--- config.mk ---
export PLATFORM = sky130hd
export DESIGN_NAME = instr_fetch_ctrl
export DESIGN_NICKNAME = d
export VERILOG_FILES = /design/src/rtl/instr_fetch_ctrl.sv
export SDC_FILE = /design/constraint.sdc
export NUM_CORES = 1
export LEC_CHECK = 0
export ABC_CLOCK_PERIOD_IN_PS = 3400
export BUFFER_PORTS_ARGS = -buffer_cell sky130_fd_sc_hd__buf_2
export CAP_MARGIN = 30
export CORE_AREA = 5 5 87 122
export DETAILED_ROUTE_END_ITERATION = 8
export DIE_AREA = 0 0 92 127
export PLACE_DENSITY = 0.76
export SLEW_MARGIN = 20
export SYNTH_ARGS = -nofsm -noshare
export SYNTH_HDL_FRONTEND = slang
export SYNTH_SLANG_ARGS = --single-unit
export TNS_END_PERCENT = 1
--- constraint.sdc ---
create_clock -name clk -period 3.4 [get_ports clk]
set_input_delay 0.51 -clock clk [delete_from_list [all_inputs] [get_ports clk]]
set_output_delay 0.51 -clock clk [all_outputs]
set_load 0.01 [all_outputs]
--- src/rtl/instr_fetch_ctrl.sv ---
// Instruction fetch controller: drives the instruction-memory address, buffers
// fetched words in a 2-entry FIFO, and handles redirect/halt flow control.
module instr_fetch_ctrl #(
  parameter int unsigned          ADDR_W   = 6,
  parameter logic [ADDR_W-1:0]    RESET_PC = '0
) (
  input  logic              clk,
  input  logic              rst_n,
  output logic [ADDR_W-1:0] i_mem_addr,
  input  logic [31:0]       i_mem_data,
  input  logic              redirect_valid,
  input  logic [ADDR_W-1:0] redirect_addr,
  input  logic              halt,
  output logic              inst_valid,
  output logic [31:0]       inst_data,
  output logic [ADDR_W-1:0] inst_pc,
  input  logic              inst_ready,
  output logic [15:0]       fetch_cnt
);

  localparam int unsigned DATA_W = 32;
  localparam int unsigned CNT_W  = 16;

  typedef struct packed {
    logic [ADDR_W-1:0] pc;
    logic [DATA_W-1:0] data;
  } entry_t;

  typedef enum logic [1:0] {
    S_IDLE = 2'd0,
    S_RUN  = 2'd1,
    S_HALT = 2'd2
  } state_e;

  state_e            state_q, state_d;
  logic [ADDR_W-1:0] pc_q, pc_d;
  logic [1:0]        cnt_q, cnt_d;
  entry_t            ent0_q, ent0_d;
  entry_t            ent1_q, ent1_d;
  logic [CNT_W-1:0]  fetch_cnt_q, fetch_cnt_d;

  logic   deq_c;
  logic   enq_c;
  entry_t new_ent_c;

  // Handshakes; redirect suppresses enqueue, and flushes over any dequeue.
  assign deq_c     = (cnt_q != 2'd0) && inst_ready;
  assign enq_c     = (state_q == S_RUN) && !halt && !redirect_valid &&
                     ((cnt_q < 2'd2) || deq_c);
  assign new_ent_c = '{pc: pc_q, data: i_mem_data};

  always_ff @(posedge clk or negedge rst_n) begin
    if (!rst_n) begin
      state_q     <= S_IDLE;
      pc_q        <= RESET_PC;
      cnt_q       <= 2'd0;
      ent0_q      <= '0;
      ent1_q      <= '0;
      fetch_cnt_q <= '0;
    end else begin
      state_q     <= state_d;
      pc_q        <= pc_d;
      cnt_q       <= cnt_d;
      ent0_q      <= ent0_d;
      ent1_q      <= ent1_d;
      fetch_cnt_q <= fetch_cnt_d;
    end
  end

  always_comb begin
    state_d     = state_q;
    pc_d        = pc_q;
    cnt_d       = cnt_q;
    ent0_d      = ent0_q;
    ent1_d      = ent1_q;
    fetch_cnt_d = fetch_cnt_q;

    case (state_q)
      S_IDLE:  state_d = S_RUN;
      S_RUN:   if (halt) state_d = S_HALT;
      S_HALT:  if (!halt) state_d = S_RUN;
      default: state_d = S_IDLE;
    endcase

    if (redirect_valid) begin
      state_d = S_RUN;
      pc_d    = redirect_addr;
      cnt_d   = 2'd0;
      ent0_d  = '0;
      ent1_d  = '0;
    end else begin
      // Dequeue shifts first so enqueue always writes the first free slot;
      // vacated slots are zeroed so the head reads 0 when empty.
      if (deq_c) begin
        ent0_d = ent1_q;
        ent1_d = '0;
        cnt_d  = cnt_q - 2'd1;
      end
      if (enq_c) begin
        if (cnt_d == 2'd0) ent0_d = new_ent_c;
        else               ent1_d = new_ent_c;
        cnt_d = cnt_d + 2'd1;
        pc_d  = pc_q + ADDR_W'(1);
        if (fetch_cnt_q != '1) fetch_cnt_d = fetch_cnt_q + CNT_W'(1);
      end
    end
  end

  assign i_mem_addr = pc_q;
  assign inst_valid = (cnt_q != 2'd0);
  assign inst_data  = ent0_q.data;
  assign inst_pc    = ent0_q.pc;
  assign fetch_cnt  = fetch_cnt_q;

endmodule

==> metrics.cfg <==
[outcome]
outcome = completed

[logic_synthesis]
synth_fp_nets = 530
yosysTopAreaCellShare_pct = 50.6
synthesis.area_um2 = 5050
synthTopCellsByCount = dfrtp_1 (102), nand3_1 (45), nor3_1 (44)
yosys.area_share.simple_pct = 14.3
synthDistinctLibCells = 42
synth-warning-count = 0
synthMuxAreaShare_pct = 9.03
synth-compound-area-share_pct = 17.7
synthCells = 484
ys_seq_elements = 102
yosysSeqAreaShare_pct = 50.6
synth_area_per_cell_um2 = 10.4
yosys.area_share.adder_pct = 0.942
synth_area_leaders = dfrtp_1 (51%), mux2i_1 (8.1%), a211oi_1 (5.7%), o211ai_1 (5.7%), nand3_1 (4.5%)
yosysMostFrequentCell = dfrtp_1
synth-edff-count = 0
synth_xor_area_share_pct = 3.12
synthArstFlopShare_pct = 100
synth_top_area_cell = dfrtp_1
ys.flop_type = dfrtp_1
synth_top_family_by_area = compound AO/OA/AOI/OAI gates

[sta]
slew_viol_final = 0
rsz0062_at_grt = false
max_freq_ghz = 0.390
period_needed_ps = 2560
setup_viol = 0
setup_tns_ps = 0
relSlewSlack_pct = 38.4
fin_crit_sh_pct = 75.3
hold_viol_final = 0
tightestPinTransition_ps = 923
finClkSkew_ps = 5.74

[final_layout]
drive_gt1_share_pct = 25.4
design_area_um2 = 5940
diodes = 0
final_nets = 604
syn_to_final_growth_pct = 17.7

[power_and_ir_drop]
power.leakage_nw = 2.83
p_per_area_nw_per_um2 = 666
vdd_drop_max_uv = 473

[floorplanning]
boundaryPins = 104
rows = 42
die_x_um = 92
coreArea_um2 = 9350
die_height_um = 127
initial_core_util_pct = 53.9
die_area_um2 = 11700

[cts]
cts_buffers = 9
cts_sinks = 102
cts_hold_buffers = 0
cts_tree = yes
worstSkewPairLatency_ps = 340
cts_resized = 0
clk_pin_slew_ps = 60
cts_setup_buffers = 0
ctsRootBufferMaster = clkbuf_16
cts_buffer_depth = 2
htree_levels = 3

[grt]
antenna_found_initial = 0
grt_pass1_wl_mm = 21.1
overflow = 0
grt_pass1_vias = 4247
grt_max_degree = 88
track_usage_pct = 22.1

[worst_setup_path]
reg2reg_to = inst_data[2]
worstSetupPathType = reg -> reg
reg2reg_slack_ps = 840
reg2reg_depth = 6
cp.required_ps = 3640
endpoint_kind = flop
worst-path-max-fanout = 46
cp-start-kind = flop
worstPathArrival_ps = 2800
reg2reg_from = cnt_q[0]

[hold_path]
hold_path_class = in -> async

[route]
drt-total-wl_mm = 12.8
drc = 0
wl_per_cell_um = 19.1
vias_per_cell = 6.37
drt-initial-drc-count = 274
vias = 4287
ant_nets = 0
dr.pass1.iters = 5

[place]
hpwl_mm = 8.00
io_buffers = 103
gp_congestion = 0.817
placed_cell_area_um2 = 5660

[job]
drv_cap = 0

-- worst max-delay path: stages, from the launching register on --
cell      delay (ps)
dfrtp_1          430
inv_1            180
ha_1             210
nand2b_4         510
buf_4            620
mux2i_1          170
a211oi_1         270
-- area by class of cell --
class | count | area [um2]
fill | 790 | 3410
sequential | 102 | 2550
multi-input combinational | 328 | 2320
timing repair buffer | 113 | 631
clock buffer | 11 | 233
tap | 110 | 138
clock inverter | 5 | 50.0
inverter | 4 | 15.0
-- worst max-delay path by stage --
| stage | start | to | slack (ps) | cells past startpoint |
|---|---|---|---|---|
| floorplan | redirect_valid | i_mem_addr[3] | 1120 | 6 |
| global placement | redirect_valid | i_mem_addr[3] | 880 | 5 |
| detailed placement | redirect_valid | i_mem_addr[4] | 810 | 5 |
| CTS | cnt_q[0] | i_mem_addr[3] | 860 | 6 |
| global route | cnt_q[0] | inst_data[20] | 690 | 6 |
| finish | cnt_q[0] | inst_data[2] | 840 | 6 |
-- per-layer routing --
layer  vias to the layer above  share of wire [%]  track usage, %
met4                         0                1.2            5.95
met2                       149                 53            37.9
met5                         -                  0               0
met3                        11                5.4            4.76
met1                      2156                 41            28.3
li1                       1971                  -               -
-- kinds of logic after synthesis --
logic type	Yosys count
AND/OR/NAND/NOR	134
AO/OA/AOI/OAI	127
flip-flops	102
buffers and inverters	54
multiplexers	45
XOR/XNOR	18
adder cells (fa/ha/maj)	4
-- stage by stage --
step	total power [mW]	worst slack, ps	hold WS [ps]	instances	utilization [%]
after floorplan	2.45	1120	214	484	-
after global placement	2.95	878	481	657	60.5
after detailed placement	2.98	813	484	657	60.5
after CTS	3.98	858	203	673	63.5
after global routing	4.19	693	229	673	63.5
final	3.96	839	194	673	63.5
-- cells in the final DEF (no fill, tap or decap), types with 2 or more instances in the layout --
master,synthesis,final
a21oi_1,38,38
mux2i_1,41,40
dfrtp_1,102,102
a221o_1,3,3
o21ai_0,2,2
nor2_1,6,6
buf_4,0,8
a211oi_1,38,38
and2_1,2,2
nor3_1,44,44
nand4b_1,2,2
xnor2_1,8,8
or4_1,2,2
nand2b_2,0,2
and3_1,4,4
xor2_1,10,10
clkbuf_1,40,2
nand4_1,6,6
clkbuf_16,0,9
buf_2,2,102
o211ai_1,38,38
nor3b_1,3,3
inv_1,4,4
clkinv_2,0,4
ha_1,3,3
nor4_1,2,2
nand2_1,8,8
buf_12,0,3
nand3_1,45,45
mux2_2,4,4
-- registers in the layout, summed over array words and instances (netlist names) --
name        cells
i_mem_addr      6
inst_pc         6
cnt_q           2
fetch_cnt      16
ent1_q         38
inst_data      32
state_q         2
-- where the power goes --
part	internal [mW]	switching (mW)	total [mW]	leakage [nW]
registers	1.38	0.142	1.52	1.38
logic	0.526	0.920	1.45	1.31
clock network	0.566	0.428	0.995	0.143
total	2.47	1.49	3.96	2.83
Power figures use the tool's default switching activity.
